<file path="config.mk">
export PLATFORM = sky130hd
export DESIGN_NAME = lsu_mdu_wb_arbiter
export DESIGN_NICKNAME = d
export VERILOG_FILES = /design/src/rtl/lsu_mdu_wb_arbiter_pkg.sv /design/src/rtl/wb_result_fifo.sv /design/src/rtl/lsu_mdu_wb_arbiter.sv
export SDC_FILE = /design/constraint.sdc
export NUM_CORES = 1
export LEC_CHECK = 0
export BUFFER_PORTS_ARGS = -buffer_cell sky130_fd_sc_hd__buf_2
export CORE_MARGIN = 3
export CORE_UTILIZATION = 52
export DETAILED_ROUTE_END_ITERATION = 16
export PLACE_DENSITY = 0.76
export SYNTH_ARGS = -nofsm -noshare
export SYNTH_HDL_FRONTEND = slang
export SYNTH_SLANG_ARGS = --single-unit
</file>
<file path="constraint.sdc">
create_clock -name clk -period 5.2 [get_ports clk]
set_input_delay 0.26 -clock clk [delete_from_list [all_inputs] [get_ports clk]]
set_output_delay 0.26 -clock clk [all_outputs]
set_load 0.1 [all_outputs]
</file>
<file path="src/rtl/lsu_mdu_wb_arbiter_pkg.sv">
// Shared types and constants for the long-latency writeback arbiter.
package lsu_mdu_wb_arbiter_pkg;

   // Widths shared with the rest of the core's defines.
   localparam int WB_DATA_WIDTH      = 32;
   localparam int WB_REG_ADDR_WIDTH  = 5;
   localparam int WB_COMMIT_ID_WIDTH = 3;

   // Completing unit indices.
   localparam int SRC_MUL = 0;
   localparam int SRC_DIV = 1;
   localparam int SRC_LSU = 2;
   localparam int SRC_CSR = 3;

   // One buffered result. The we bit is already qualified with rd_addr != x0.
   typedef struct packed {
      logic [WB_REG_ADDR_WIDTH-1:0]  rd_addr;
      logic                          we;
      logic [WB_DATA_WIDTH-1:0]      data;
      logic [WB_COMMIT_ID_WIDTH-1:0] commit_id;
   } wb_entry_t;

   // Circular successor of a source index.
   function automatic int wrap_inc(input int idx, input int n);
      return (idx + 1) % n;
   endfunction

endpackage

</file>
<file path="src/rtl/wb_result_fifo.sv">
// Small per-source result buffer; head is visible combinationally, no pass-through.
module wb_result_fifo
   import lsu_mdu_wb_arbiter_pkg::*;
#(
   parameter int BUF_DEPTH = 2
) (
   input  logic      clk,
   input  logic      rst,
   input  logic      push_i,
   input  wb_entry_t wdata_i,
   input  logic      pop_i,
   output logic      full_o,
   output logic      empty_o,
   output wb_entry_t head_o
);

   localparam int PTR_W = (BUF_DEPTH > 1) ? $clog2(BUF_DEPTH) : 1;
   localparam int CNT_W = $clog2(BUF_DEPTH + 1);

   logic [PTR_W-1:0] wr_ptr_q, wr_ptr_d;
   logic [PTR_W-1:0] rd_ptr_q, rd_ptr_d;
   logic [CNT_W-1:0] count_q, count_d;
   wb_entry_t        mem_q [BUF_DEPTH];
   wb_entry_t        mem_d [BUF_DEPTH];
   logic             do_push;
   logic             do_pop;

   // Full/empty come from the registered count, so a full buffer cannot take
   // a push in the cycle it pops.
   assign full_o  = (count_q == CNT_W'(BUF_DEPTH));
   assign empty_o = (count_q == '0);
   assign head_o  = mem_q[rd_ptr_q];
   assign do_push = push_i && !full_o;
   assign do_pop  = pop_i && !empty_o;

   // Next pointers, count and storage; power-of-two depth lets pointers wrap naturally.
   always_comb begin
      wr_ptr_d = wr_ptr_q;
      rd_ptr_d = rd_ptr_q;
      count_d  = count_q;
      mem_d    = mem_q;
      if (do_push) begin
         mem_d[wr_ptr_q] = wdata_i;
         wr_ptr_d        = wr_ptr_q + PTR_W'(1);
      end
      if (do_pop) begin
         rd_ptr_d = rd_ptr_q + PTR_W'(1);
      end
      case ({do_push, do_pop})
         2'b10:   count_d = count_q + CNT_W'(1);
         2'b01:   count_d = count_q - CNT_W'(1);
         default: count_d = count_q;
      endcase
   end

   // Control state: reset empties the buffer.
   always_ff @(posedge clk or posedge rst) begin
      if (rst) begin
         wr_ptr_q <= '0;
         rd_ptr_q <= '0;
         count_q  <= '0;
      end else begin
         wr_ptr_q <= wr_ptr_d;
         rd_ptr_q <= rd_ptr_d;
         count_q  <= count_d;
      end
   end

   // Entry storage carries no reset; validity is tracked by the count.
   always_ff @(posedge clk) begin
      mem_q <= mem_d;
   end

endmodule

</file>
<file path="src/rtl/lsu_mdu_wb_arbiter.sv">
// Dual-slot writeback/commit arbiter for MUL, DIV, LSU and CSR results.
module lsu_mdu_wb_arbiter
   import lsu_mdu_wb_arbiter_pkg::*;
#(
   parameter int NUM_SRC         = 4,
   parameter int BUF_DEPTH       = 2,
   parameter int DATA_WIDTH      = WB_DATA_WIDTH,
   parameter int REG_ADDR_WIDTH  = WB_REG_ADDR_WIDTH,
   parameter int COMMIT_ID_WIDTH = WB_COMMIT_ID_WIDTH
) (
   input  logic                               clk,
   input  logic                               rst,
   input  logic [NUM_SRC-1:0]                 src_valid_i,
   output logic [NUM_SRC-1:0]                 src_ready_o,
   input  logic [NUM_SRC*REG_ADDR_WIDTH-1:0]  src_rd_addr_i,
   input  logic [NUM_SRC-1:0]                 src_rd_we_i,
   input  logic [NUM_SRC*DATA_WIDTH-1:0]      src_data_i,
   input  logic [NUM_SRC*COMMIT_ID_WIDTH-1:0] src_commit_id_i,
   output logic                               wb0_we_o,
   output logic [REG_ADDR_WIDTH-1:0]          wb0_addr_o,
   output logic [DATA_WIDTH-1:0]              wb0_data_o,
   output logic                               wb1_we_o,
   output logic [REG_ADDR_WIDTH-1:0]          wb1_addr_o,
   output logic [DATA_WIDTH-1:0]              wb1_data_o,
   output logic                               commit_valid_o,
   output logic [COMMIT_ID_WIDTH-1:0]         commit_id_o,
   output logic                               commit_valid2_o,
   output logic [COMMIT_ID_WIDTH-1:0]         commit_id2_o
);

   localparam int IDX_W = (NUM_SRC > 1) ? $clog2(NUM_SRC) : 1;

   wb_entry_t            src_entry [NUM_SRC];
   wb_entry_t            head      [NUM_SRC];
   logic [NUM_SRC-1:0]   full, empty, push, pop;
   logic                 ready_en_q, ready_en_d;
   logic [IDX_W-1:0]     rr_ptr_q, rr_ptr_d;
   logic                 g0_vld, g1_vld, g1_grant;
   logic [IDX_W-1:0]     g0_idx, g1_idx;
   logic                 waw_hit, id_clash;

   logic                       wb0_we_q, wb0_we_d, wb1_we_q, wb1_we_d;
   logic [REG_ADDR_WIDTH-1:0]  wb0_addr_q, wb0_addr_d, wb1_addr_q, wb1_addr_d;
   logic [DATA_WIDTH-1:0]      wb0_data_q, wb0_data_d, wb1_data_q, wb1_data_d;
   logic                       cv0_q, cv0_d, cv1_q, cv1_d;
   logic [COMMIT_ID_WIDTH-1:0] cid0_q, cid0_d, cid1_q, cid1_d;

   // Unpack the flat source buses; x0 destinations never write the register file.
   always_comb begin
      for (int i = 0; i < NUM_SRC; i++) begin
         src_entry[i].rd_addr   = src_rd_addr_i[i*REG_ADDR_WIDTH +: REG_ADDR_WIDTH];
         src_entry[i].we        = src_rd_we_i[i] &&
                                  (src_rd_addr_i[i*REG_ADDR_WIDTH +: REG_ADDR_WIDTH] != '0);
         src_entry[i].data      = src_data_i[i*DATA_WIDTH +: DATA_WIDTH];
         src_entry[i].commit_id = src_commit_id_i[i*COMMIT_ID_WIDTH +: COMMIT_ID_WIDTH];
      end
   end

   // Ready is held low through reset and the first cycle after it.
   assign src_ready_o = {NUM_SRC{ready_en_q}} & ~full;
   assign push        = src_valid_i & src_ready_o;
   assign ready_en_d  = 1'b1;

   for (genvar s = 0; s < NUM_SRC; s++) begin : g_fifo
      wb_result_fifo #(.BUF_DEPTH(BUF_DEPTH)) u_fifo (
         .clk     (clk),
         .rst     (rst),
         .push_i  (push[s]),
         .wdata_i (src_entry[s]),
         .pop_i   (pop[s]),
         .full_o  (full[s]),
         .empty_o (empty[s]),
         .head_o  (head[s])
      );
   end

   // Round-robin pick of up to two heads; slot 1 is dropped on WAW or duplicate ID.
   always_comb begin
      logic [IDX_W-1:0] idx;
      idx      = '0;
      g0_vld   = 1'b0;
      g0_idx   = '0;
      g1_vld   = 1'b0;
      g1_idx   = '0;
      pop      = '0;
      rr_ptr_d = rr_ptr_q;
      for (int k = 0; k < NUM_SRC; k++) begin
         idx = IDX_W'((int'(rr_ptr_q) + k) % NUM_SRC);
         if (!g0_vld && !empty[idx]) begin
            g0_vld = 1'b1;
            g0_idx = idx;
         end
      end
      for (int k = 1; k < NUM_SRC; k++) begin
         idx = IDX_W'((int'(g0_idx) + k) % NUM_SRC);
         if (g0_vld && !g1_vld && !empty[idx]) begin
            g1_vld = 1'b1;
            g1_idx = idx;
         end
      end
      waw_hit  = head[g0_idx].we && head[g1_idx].we &&
                 (head[g0_idx].rd_addr == head[g1_idx].rd_addr);
      id_clash = (head[g0_idx].commit_id == head[g1_idx].commit_id);
      g1_grant = g1_vld && !waw_hit && !id_clash;
      if (g0_vld) begin
         pop[g0_idx] = 1'b1;
         rr_ptr_d    = IDX_W'(wrap_inc(int'(g0_idx), NUM_SRC));
      end
      if (g1_grant) begin
         pop[g1_idx] = 1'b1;
         rr_ptr_d    = IDX_W'(wrap_inc(int'(g1_idx), NUM_SRC));
      end
   end

   // Slot outputs: valid/we drop when idle, address/data/ID hold.
   always_comb begin
      wb0_we_d   = 1'b0;
      wb1_we_d   = 1'b0;
      cv0_d      = 1'b0;
      cv1_d      = 1'b0;
      wb0_addr_d = wb0_addr_q;
      wb1_addr_d = wb1_addr_q;
      wb0_data_d = wb0_data_q;
      wb1_data_d = wb1_data_q;
      cid0_d     = cid0_q;
      cid1_d     = cid1_q;
      if (g0_vld) begin
         cv0_d      = 1'b1;
         wb0_we_d   = head[g0_idx].we;
         wb0_addr_d = head[g0_idx].rd_addr;
         wb0_data_d = head[g0_idx].data;
         cid0_d     = head[g0_idx].commit_id;
      end
      if (g1_grant) begin
         cv1_d      = 1'b1;
         wb1_we_d   = head[g1_idx].we;
         wb1_addr_d = head[g1_idx].rd_addr;
         wb1_data_d = head[g1_idx].data;
         cid1_d     = head[g1_idx].commit_id;
      end
   end

   // Arbiter state and output registers; reset clears everything at once.
   always_ff @(posedge clk or posedge rst) begin
      if (rst) begin
         ready_en_q <= 1'b0;
         rr_ptr_q   <= '0;
         wb0_we_q   <= 1'b0;
         wb1_we_q   <= 1'b0;
         wb0_addr_q <= '0;
         wb1_addr_q <= '0;
         wb0_data_q <= '0;
         wb1_data_q <= '0;
         cv0_q      <= 1'b0;
         cv1_q      <= 1'b0;
         cid0_q     <= '0;
         cid1_q     <= '0;
      end else begin
         ready_en_q <= ready_en_d;
         rr_ptr_q   <= rr_ptr_d;
         wb0_we_q   <= wb0_we_d;
         wb1_we_q   <= wb1_we_d;
         wb0_addr_q <= wb0_addr_d;
         wb1_addr_q <= wb1_addr_d;
         wb0_data_q <= wb0_data_d;
         wb1_data_q <= wb1_data_d;
         cv0_q      <= cv0_d;
         cv1_q      <= cv1_d;
         cid0_q     <= cid0_d;
         cid1_q     <= cid1_d;
      end
   end

   assign wb0_we_o        = wb0_we_q;
   assign wb0_addr_o      = wb0_addr_q;
   assign wb0_data_o      = wb0_data_q;
   assign wb1_we_o        = wb1_we_q;
   assign wb1_addr_o      = wb1_addr_q;
   assign wb1_data_o      = wb1_data_q;
   assign commit_valid_o  = cv0_q;
   assign commit_id_o     = cid0_q;
   assign commit_valid2_o = cv1_q;
   assign commit_id2_o    = cid1_q;

   // Two in-flight results must never share a commit ID.
   a_unique_commit_id: assert property (@(posedge clk) disable iff (rst) !(g1_vld && id_clash));

endmodule

</file>
==> run summary, run 1 <==
The run finished with clean final reports. Row generation in the floorplan step produced 69 rows. The overall via count from detail_route is 13180. The post-synthesis instance area is ~19000 um2.

The max-capacitance violation count is 0. The async set or reset register ratio after synthesis is between 20% and 30%. The register bit total from synthesis came out at around 430.

The worst-case hold path end point is g_fifo[1].u_fifo.mem_q[76]. The synthesized netlist devotes between 10 and 15% of its cell area to compound gates. After detailed routing, the average wire length per cell comes to approximately 24 um. In the synthesized netlist, the number of instances is ~1400. The initial antenna violation count came out at 1. The clock-pin slew reported for the worst setup and hold paths after clock tree synthesis came out at 0.06 ns. The transition time of the tightest slew-check pin is between 1 and 1.5 ns. The clock net in this run drives a total of 431 sinks.

The layout net count is 1964. The depth of the CTS H-tree came out at 2. In this run the critical register-to-register path is captured at g_fifo[2].u_fifo.count_q[1].

The clock passes through at most 3 buffers. The fraction of final layout cells with drive strength greater than 1 is between 20% and 30%. Registers take roughly 12000 um2. The effective utilization at floorplan is a little over half. In this run the worst path has a maximum fanout of 160. Headroom to the max-slew limit came out at between 20% and 30%. Setup violations remaining at the end of the flow were counted as 0. The die covers approximately 39000 um2. Setup repair after global routing left no endpoint under its margin. The worst slack at placement is ~0.62 ns. The count of final hold-check violations is 0.

The share of synthesized area in the top cell type comes to a little over 50%. The count of cells resized by post-cts repair is 0. The tightest min-delay check is of the in -> reg type. Timing would allow up to 0.2132 GHz. The total nets after synthesis is ~1600. During synthesis, Yosys emitted a total of 0 warnings. Measured against the total synthesized area, the mux share comes to about 12%.

The required time reported for the critical path endpoint is 5.67 ns. The mean post-synth cell area came out at between 10 and 15 um2. Global routing used about 28% of the available tracks across all layers. The worst hold path begins at src_rd_we_i[1]. The via-per-instance ratio came out at slightly below 6. The count of fill cells added during filler insertion came out at around 2500. The count of antenna-violating nets left after detailed routing came out at 0. The synthesized netlist devotes a little under 7% of its cell area to simple gates. The number of library cell types mapped by synthesis is 70. The top cell types in the final layout, fill and taps aside, are sky130_fd_sc_hd__edfxtp_1, sky130_fd_sc_hd__buf_2, sky130_fd_sc_hd__dlygate4sd3_1.

The die outline width is roughly 200 um. The first global-routing pass estimated 80610 um of wire. The worst setup path is of the reg -> reg kind. In this run the cell area measured after placement is 20710 um2. The number of top-level design ports came out at between 200 and 300. The vertical die dimension is a little under 200 um. The final wirelength came out at 54080 um. The largest net degree at the start of global routing came out at ~160. The worst register-to-register path has a depth of 16. The ratio of final minimum period to clock period is ~90%.

The CTS tree is done. STA classifies the critical path endpoint as a flip-flop. Data arrives at the worst endpoint at approximately 5.2 ns.

After detailed routing, the number of remaining DRC violations is 0. The setup skew after layout is between 0.02 and 0.03 ns. The iteration count of the initial detailed-routing pass came out at 8.

The worst hold path depth is 2. The synthesized design spends more area on one cell type than any other, namely sky130_fd_sc_hd__edfxtp_1. Port buffering added about 260 buffers. The number of buffers inserted during clock tree synthesis came out at 45. The sum of net half-perimeters after detailed placement is 36380 um.

The DRC marker count from the first detailed-route iteration came out at 1045. The synthesized design contains around 330 enable-type register cells. Sorting the synthesized cells by area gives the leading types as sky130_fd_sc_hd__edfxtp_1, sky130_fd_sc_hd__dfrtp_1, sky130_fd_sc_hd__mux2_2. The adder-cell share of the synthesized area came out at less than 1%. The final cell area excluding filler cells is between 20000 and 25000 um2. By area, the combinational part of the netlist is dominated by multiplexers.

The signed area change from the synthesized netlist to the final layout is 25.07%. Summing all multi-input logic gate instances after layout gives between 6000 and 7000 um2. The worst path needs ~4.7 ns of the cycle, external delays included.

The setup TNS is 0 ns. Across all hold checks on the routed design, the worst slack comes to ~0.027 ns. After Yosys synthesis, XOR and XNOR cells account for 0.8687% of the synthesized area. The core region area came out at around 36000 um2. The max-slew violation count is 0. Among all flip-flop cells after synthesis, the most frequent one is sky130_fd_sc_hd__edfxtp_1.

The worst register-to-register path begins at g_fifo[0].u_fifo.count_q[1]. For flop-to-flop paths, the worst setup slack is between 0.5 and 0.6 ns. The via count of the first global-routing pass is 13720. The minimum setup slack in the final design is about 0.5 ns. The most frequent standard cell in the layout excluding fill and tap cells is sky130_fd_sc_hd__edfxtp_1. The routability-driven placement congestion ratio came out at 0.9432.

The tree is rooted in a sky130_fd_sc_hd__clkbuf_16. The sort of element at the start of the critical path is a flip-flop. Summed over all layers, the global routing overflow is 0. The insertion delay to the later sink of the worst-skew pair came out at between 0.5 and 0.6 ns. The portion of the post-synthesis area used by sequential elements is 65.36%.
==> flip-flops by register name (all words and copies together) (netlist names) <==
| name | cells |
|---|---|
| commit_id2_o | 3 |
| commit_id_o | 3 |
| commit_valid2_o | 1 |
| commit_valid_o | 1 |
| g_fifo.u_fifo.count_q | 8 |
| g_fifo.u_fifo.mem_q | 328 |
| g_fifo.u_fifo.rd_ptr_q | 4 |
| g_fifo.u_fifo.wr_ptr_q | 4 |
| ready_en_q | 1 |
| rr_ptr_q | 2 |
| wb0_addr_o | 5 |
| wb0_data_o | 32 |
| wb0_we_o | 1 |
| wb1_addr_o | 5 |
| wb1_data_o | 32 |
| wb1_we_o | 1 |
==> critical path, stage by stage (launching register included) <==
cell and delay (ns):
sky130_fd_sc_hd__dfrtp_1 0.48, sky130_fd_sc_hd__nor2_4 0.34, sky130_fd_sc_hd__o211ai_1 0.17, sky130_fd_sc_hd__a31oi_4 0.26
sky130_fd_sc_hd__buf_12 0.51, sky130_fd_sc_hd__o211ai_1 0.63, sky130_fd_sc_hd__nand3_1 0.21, sky130_fd_sc_hd__nand3_1 0.15
sky130_fd_sc_hd__and3_4 0.23, sky130_fd_sc_hd__nor4_4 0.30, sky130_fd_sc_hd__a21boi_1 0.12, sky130_fd_sc_hd__buf_4 0.20
sky130_fd_sc_hd__a31oi_1 0.18, sky130_fd_sc_hd__nor2_1 0.07, sky130_fd_sc_hd__ha_1 0.32, sky130_fd_sc_hd__nor2_1 0.15
sky130_fd_sc_hd__xor2_1 0.17
==> worst max path at each step <==
stage	startpoint	to	slack, ns	cells past startpoint
finish	g_fifo[0].u_fifo.count_q[1]	g_fifo[2].u_fifo.count_q[1]	0.51	16
detailed placement	g_fifo[0].u_fifo.count_q[1]	wb1_data_o[28]	0.62	13
global placement	g_fifo[2].u_fifo.count_q[0]	wb1_data_o[29]	0.69	16
floorplan	rr_ptr_q[1]	g_fifo[1].u_fifo.count_q[1]	0.13	25
CTS	g_fifo[0].u_fifo.count_q[1]	wb1_data_o[21]	0.60	13
global route	g_fifo[0].u_fifo.count_q[1]	g_fifo[3].u_fifo.count_q[1]	0.13	16
==> cells in the mapped netlist, types with 5 or more instances <==
master / instances
sky130_fd_sc_hd__nand2_1: 151
sky130_fd_sc_hd__a31oi_1: 42
sky130_fd_sc_hd__ha_1: 12
sky130_fd_sc_hd__buf_1: 9
sky130_fd_sc_hd__clkbuf_1: 63
sky130_fd_sc_hd__mux2_4: 20
sky130_fd_sc_hd__o211ai_1: 109
sky130_fd_sc_hd__dfrtp_1: 103
sky130_fd_sc_hd__a211oi_1: 7
sky130_fd_sc_hd__nand3_1: 21
sky130_fd_sc_hd__mux2i_1: 97
sky130_fd_sc_hd__and3_1: 19
sky130_fd_sc_hd__buf_6: 7
sky130_fd_sc_hd__mux2_2: 98
sky130_fd_sc_hd__nor3_1: 8
sky130_fd_sc_hd__inv_1: 13
sky130_fd_sc_hd__nor2_1: 61
sky130_fd_sc_hd__buf_2: 17
sky130_fd_sc_hd__xnor2_1: 13
sky130_fd_sc_hd__edfxtp_1: 328
sky130_fd_sc_hd__a21oi_1: 27
sky130_fd_sc_hd__o21ai_0: 82
sky130_fd_sc_hd__o21ai_1: 5
==> cells by family after synthesis <==
kind of cell             count (synthesis)
adder cells (fa/ha/maj)                 13
XOR/XNOR                                18
buffers and inverters                  115
AND/OR/NAND/NOR                        287
other                                    1
flip-flops                             431
AO/OA/AOI/OAI                          308
multiplexers                           215
==> routing by layer <==
layer,part of all wire [%],vias up,GRT usage (%)
li1,-,6051,-
met2,53,502,49.86
met5,0,-,0
met3,6.7,138,6.072
met4,4.5,0,11.46
met1,36,6487,31.91
==> per-stage QoR <==
step	util, %	cells
floorplan	-	1388
global placement	57.80	2034
detailed placement	57.80	2034
CTS	66.36	2278
global route	66.37	2279
finish	66.37	2279
==> area by class of cell <==
class,count,area share (%)
diodes,1,0.01052
clock buffers,56,5.083
clock inverters,26,0.9945
inverters,16,0.2631
multi-input cells,842,25.76
flip-flops and latches,431,52.28
well taps,461,2.426
repair buffers,446,13.19
==> timing repair <==
action | CTS | global route
hold buffers | 162 | 0
setup buffers | 0 | 0
hold endpoints to repair | 379 | 0
Power of run 1 is not shown: default switching activity piles up to over one toggle a cycle in this logic, so the estimate is an artifact.
==> inputs of run 2 (changes only) <==
- HOLD_SLACK_MARGIN: default -> 0.03
==> run 2 against run 1 <==
Utilization increased by 0.084 points. Final cell count increased by 0.13%. Die area unchanged. Count of clock-buffer cells in the layout unchanged. Setup slack improved by 0.016 ns. Global-route usage about the same. Non-clock buffer count increased by 3. Design area increased by 0.13%. Sequential share of layout area decreased by 0.066 points. Critical path type unchanged. Largest cell class unchanged. Highest routed layer unchanged.
==> run summary, run 2 (synthesis results as in run 1) <==
The final setup violation count is 0 (unchanged). The clock-pin slew reported for the worst setup and hold paths after clock tree synthesis is 0.06 ns (about the same). The effective utilization at floorplan is 53.06% (unchanged). The depth of the CTS H-tree is 2 (unchanged). The fraction of final layout cells with drive strength greater than 1 is 28.02% (-0.046 points). The standard-cell row count is 69 (unchanged). The worst setup path is of the reg -> reg kind. The maximum count of clock buffers along a single path is 3 (unchanged).

The DRC marker count from the first detailed-route iteration came to 1031 (-1.3%). The per-cell routed wire length came out at 23.69 um (-0.14%). The total setup buffers inserted after CTS came out at 0 (unchanged).

The setup skew after layout is 0.02384 ns (-0.001389 ns). Setup repair after global routing left no endpoint under its margin. TritonCTS built the clock tree. The insertion delay to the later sink of the worst-skew pair came out at 0.57 ns (about the same). The transition time of the tightest slew-check pin came out at 1.081 ns (+0.007836 ns).

The initial antenna violation count came to 1 (unchanged). The leftover overflow at the end of global routing is 0 (unchanged). The final wirelength is 54070 um (about the same). The overall die area is 38890 um2 (unchanged). The number of buffers inserted during clock tree synthesis is 45 (unchanged). The via count of the first global-routing pass came out at 13750 (+0.21%). The max-capacitance violation count is 0 (unchanged). STA classifies the critical path startpoint as a flip-flop. The cell repeated most along the worst path is sky130_fd_sc_hd__o211ai_1. The wire length of the first global-routing pass is 80700 um (+0.11%).

The cell with the biggest individual delay on the critical path is sky130_fd_sc_hd__o211ai_1. The signal on the critical path passes through nor2_4 > o211ai_1 > a31oi_4 > buf_12 > o211ai_1 > nand3_1 > o211ai_1 > and3_1 > o22a_1 > and4_4 > nor2_4 > buf_12 > mux2_2. The tightest slew margin relative to the limit came out at 27.95% (-0.52 points).

The maximum fanout along the worst path is 160 (unchanged). The via-per-instance ratio was 5.786 (about the same). The buffering stage count on the worst path with inverters included is 2 (unchanged).

The setup TNS is 0 ns (unchanged). In the layout the commonest cells are sky130_fd_sc_hd__edfxtp_1, sky130_fd_sc_hd__buf_2, sky130_fd_sc_hd__dlygate4sd3_1. STA classifies the critical path endpoint as a flip-flop. The signed area change from the synthesized netlist to the final layout is 25.23%. The number of flip-flops in the largest register came out at 328 (unchanged). The post-route minimum period is 4.674 ns (-0.01598 ns). The iteration count of the initial detailed-routing pass is 5 (-3). The count of final hold-check violations came out at 0 (unchanged). The max-slew violation count came out at 0 (unchanged). The ratio of final minimum period to clock period is 89.88% (-0.31 points). The total track usage was 27.64% (about the same). The stage delay of the slowest cell on the critical path came out at 0.61 ns (-0.02 ns). The sink count of the clock tree came out at 431 (unchanged). The type of the worst min-delay path is in -> reg.

The largest net degree at the start of global routing is 161 (unchanged). The routability-driven placement congestion ratio came out at 0.9432 (unchanged). The layout net count came to 1967 (+0.15%).

The maximum clock frequency came to 0.2140 GHz (+0.34%). The remaining routing DRC violations came out at 0 (unchanged). The sum of net half-perimeters after detailed placement came out at 36380 um (unchanged). The library cell used most frequently in the layout, excluding fill and tap cells, is sky130_fd_sc_hd__edfxtp_1. The core region area was 35830 um2 (unchanged). The count of input and output buffers came out at 257 (unchanged).

The count of antenna-violating nets left after detailed routing came to 0 (unchanged). The required time reported for the critical path endpoint is 5.65 ns (-0.02 ns). The number of top-level design ports is 258 (unchanged).

The die outline width was 197.2 um (unchanged). The vertical die dimension is 197.2 um (unchanged). The critical path data arrival time is 5.12 ns (-0.04 ns).

Grouping stages by cell kind, the critical path spends the most delay in compound AO/OA/AOI/OAI gates. CTS placed an instance of sky130_fd_sc_hd__clkbuf_16 at the clock tree root. The flow ran to the end, and the final reports show no timing, DRC or antenna violations.

The utilization after layout is 66.45% (+0.084 points). The register ranked first by flip-flop count is g_fifo.u_fifo.mem_q. The overall via count from detail_route is 13200 (+0.19%).
==> run 2: tightest hold or removal path: stages <==
cell and delay, ns:
sky130_fd_sc_hd__buf_2 0.13, sky130_fd_sc_hd__nand2_1 0.16, sky130_fd_sc_hd__xnor2_1 0.09
==> run 2: worst paths after layout <==
| kind | from | to | slack, ns | cells after the start |
|---|---|---|---|---|
| max in group asynchronous | rst | wb0_data_o[8] | 3.65 | 4 |
| max | g_fifo[0].u_fifo.count_q[1] | wb1_data_o[28] | 0.53 | 13 |
| min in group asynchronous | rst | g_fifo[2].u_fifo.wr_ptr_q | 0.41 | 3 |
| max reg2reg | g_fifo[0].u_fifo.count_q[1] | wb1_data_o[28] | 0.53 | 13 |
| min reg2reg | wb0_addr_o[2] | wb0_addr_o[2] | 0.50 | 1 |
| min | src_valid_i[1] | g_fifo[1].u_fifo.wr_ptr_q | 0.12 | 3 |
==> run 2: cell type report <==
cell class	count	area, um2
repair buffers	449	3166
clock inverters	26	236.5
multi-input cells	842	6125
inverters	16	62.56
fillers	2539	12020
well taps	461	576.8
clock buffers	56	1209
flip-flops and latches	431	12430
diodes	1	2.502
==> run 2: what timing repair did <==
action / in CTS / in global routing
resized for setup: 0 / 0
endpoints found under the hold margin: 385 / 0
hold buffers: 165 / 0
==> run 2: per-layer routing <==
metal / routed length (um) / GRT usage (%)
met5: 0 / 0
met4: 2385 / 11.38
met3: 3814 / 6.072
met2: 28470 / 49.92
met1: 19400 / 31.96
==> run 2: stage by stage <==
| stage | setup slack [ns] | hold slack (ns) | area (um2) | cells |
|---|---|---|---|---|
| final | 0.5264 | 0.1229 | 23810 | 2282 |
| after CTS | 0.5991 | 0.09766 | 23810 | 2281 |
| after detailed placement | 0.6151 | 0.4510 | 20710 | 2034 |
| after floorplan | 0.1339 | 0.3589 | 19010 | 1388 |
| after global placement | 0.6941 | 0.4481 | 20710 | 2034 |
| after global routing | 0.1304 | 0.1397 | 23810 | 2282 |
Power of run 2 is left out for the same reason.
==> inputs of run 3 (changes only) <==
==> constraint.sdc (replaced) <==
create_clock -name clk -period 5.2 [get_ports clk]
set_input_delay 0.52 -clock clk [delete_from_list [all_inputs] [get_ports clk]]
set_output_delay 0.52 -clock clk [all_outputs]
set_load 0.1 [all_outputs]
==> run 3 against run 2 <==
Register-to-register slack lost 0.06 ns. Die area unchanged. Final cell count shrank 7.1%. Critical path depth did not move. Design area down 6.9%. Non-clock buffer count fell by 165. Count of clock-buffer cells in the layout unchanged. Utilization fell by 4.6 points. First-iteration DRC count fell by 14%. Global-route usage is 1.5 points lower.
==> run summary, run 3 (synthesis results as in run 1) <==
The initial antenna violation count is 3 (+2). The standard-cell row count came out at 69 (unchanged). The most numerous cell type found on the critical path is sky130_fd_sc_hd__o211ai_1. The setup skew after layout came out at 0.02147 ns (-0.002365 ns). The maximum clock frequency came out at 0.2113 GHz (-1.2%). The critical path data arrival time was 5.18 ns (+0.06 ns). The final wirelength is 51380 um (-5.0%). TritonCTS built the clock tree.

The vertical die dimension is 197.2 um (unchanged). The maximum count of clock buffers along a single path was 3 (unchanged). The fraction of final layout cells with drive strength greater than 1 came to 30.82% (+2.8 points). For this design, the slowest cell found on the critical path is sky130_fd_sc_hd__o211ai_1. The wire length of the first global-routing pass is 75780 um (-6.1%).

The count of final hold-check violations was 0 (unchanged). STA classifies the critical path endpoint as a flip-flop. The library cell used most frequently in the layout, excluding fill and tap cells, is sky130_fd_sc_hd__edfxtp_1. The total track usage was 26.16% (-1.5 points). The number of flip-flops in the largest register came out at 328 (unchanged). The buffering stage count on the worst path with inverters included came out at 2 (unchanged). The depth of the CTS H-tree was 2 (unchanged). The total setup buffers inserted after CTS is 0 (unchanged). The buffer cell driving the clock tree root is sky130_fd_sc_hd__clkbuf_16.

Setup repair after global routing left no endpoint under its margin. The count of antenna-violating nets left after detailed routing is 0 (unchanged). The transition time of the tightest slew-check pin was 1.061 ns (-0.01980 ns). The routability-driven placement congestion ratio was 0.9432 (unchanged). The sort of element at the start of the critical path is a flip-flop. The signed area change from the synthesized netlist to the final layout came out at 16.57%.

The stage delay of the slowest cell on the critical path was 0.64 ns (+0.03 ns). The die outline width is 197.2 um (unchanged). The overall via count from detail_route is 12440 (-5.8%).

Walking the worst path, the cells encountered are nor2_4 > o211ai_1 > a31oi_4 > buf_12 > o211ai_1 > nand3_1 > o211ai_1 > and3_1 > o22a_1 > and4_4 > nor2_4 > buf_12 > mux2_2. The leftover overflow at the end of global routing came out at 0 (unchanged). The effective utilization at floorplan is 53.06% (unchanged).

The per-cell routed wire length is 24.25 um (+2.3%). The ratio of final minimum period to clock period came out at 91.01% (+1.1 points). The max-slew violation count is 0 (unchanged). The path class of the tightest hold or removal check is in -> async. The count of input and output buffers is 257 (unchanged).

The flow ran to the end, and the final reports show no timing, DRC or antenna violations. The setup TNS is 0 ns (unchanged). The family with the most delay on the worst path is compound AO/OA/AOI/OAI gates. The sum of net half-perimeters after detailed placement is 36380 um (unchanged). The required time reported for the critical path endpoint was 5.65 ns (about the same). The count of fill cells added during filler insertion came out at 2741 (+8.0%).

The sink count of the clock tree is 431 (unchanged). The DRC marker count from the first detailed-route iteration came to 886 (-14%). The count of cells resized by post-cts repair came out at 0 (unchanged). The via-per-instance ratio is 5.870 (+1.5%). In the layout the commonest cells are sky130_fd_sc_hd__edfxtp_1, sky130_fd_sc_hd__buf_2, sky130_fd_sc_hd__nand2_1.

The core region area was 35830 um2 (unchanged). The insertion delay to the later sink of the worst-skew pair is 0.57 ns (about the same). The iteration count of the initial detailed-routing pass came out at 5 (unchanged). The largest net degree at the start of global routing came out at 161 (unchanged). The final setup violation count came out at 0 (unchanged).

More flip-flops sit in one register than any other, and that register is g_fifo.u_fifo.mem_q. The max-capacitance violation count is 0 (unchanged). The hold buffer count at cts came out at 0 (-100%). The number of buffers inserted during clock tree synthesis came out at 45 (unchanged). The setup path with the least slack is of type reg -> reg. The post-route minimum period came out at 4.733 ns (+0.05913 ns).

The layout net count is 1802 (-8.4%). The via count of the first global-routing pass is 12740 (-7.3%). The maximum fanout along the worst path is 160 (unchanged). The overall die area came out at 38890 um2 (unchanged). The tightest slew margin relative to the limit came out at 29.27% (+1.3 points).

The clock-pin slew reported for the worst setup and hold paths after clock tree synthesis came out at 0.06 ns (about the same). The number of top-level design ports was 258 (unchanged). The remaining routing DRC violations was 0 (unchanged).
[run 3: cell types whose count changed in the layout (fill, tap and decap cells not counted)]
cell,change
sky130_fd_sc_hd__dlygate4sd3_1,-165
sky130_fd_sc_hd__diode_2,+2
[run 3: final cells by class]
class,instances,area (um2),share of cell area [%]
Sequential cell,431,12430,56.09
Multi-Input combinational cell,842,6125,27.64
Timing Repair Buffer,284,1514,6.831
Clock buffer,56,1209,5.454
Tap cell,461,576.8,2.603
Clock inverter,26,236.5,1.067
Inverter,16,62.56,0.2823
Antenna cell,3,7.507,0.03387
[run 3: per-layer routing]
layer  up-vias  track usage (%)  wire length (um)
met5         -                0                13
met1      6187            30.00             18530
li1       5735                -                 -
met4         2            9.609              2010
met3       118            6.601              3657
met2       397            47.42             27170
[run 3: final timing paths]
check	from	end	slack (ns)	cells past startpoint
max in group asynchronous	rst	wb1_data_o[7]	3.93	3
min reg2reg	wb0_addr_o[2]	wb0_addr_o[2]	0.50	1
min in group clk	src_data_i[38]	g_fifo[1].u_fifo.mem_q[9]	0.14	1
min	rst	g_fifo[2].u_fifo.wr_ptr_q	0.12	2
max	g_fifo[0].u_fifo.count_q[1]	wb1_data_o[28]	0.47	13
max reg2reg	g_fifo[0].u_fifo.count_q[1]	wb1_data_o[28]	0.47	13
[run 3: per-stage QoR]
| step | utilization [%] | hold WS [ns] | std cells | area (um2) | setup slack (ns) |
|---|---|---|---|---|---|
| 3_3_place_gp | 57.80 | 0.4863 | 2034 | 20710 | 0.6941 |
| 4_1_cts | 61.84 | 0.1174 | 2116 | 22160 | 0.5991 |
| 3_5_place_dp | 57.80 | 0.4905 | 2034 | 20710 | 0.6151 |
| 5_1_grt | 61.84 | 0.1255 | 2117 | 22160 | 0.1345 |
| 6_report | 61.86 | 0.1223 | 2119 | 22160 | 0.4672 |
| 2_1_floorplan | - | 0.4604 | 1388 | 19010 | 0.1339 |
Power of run 3 is left out for the same reason.
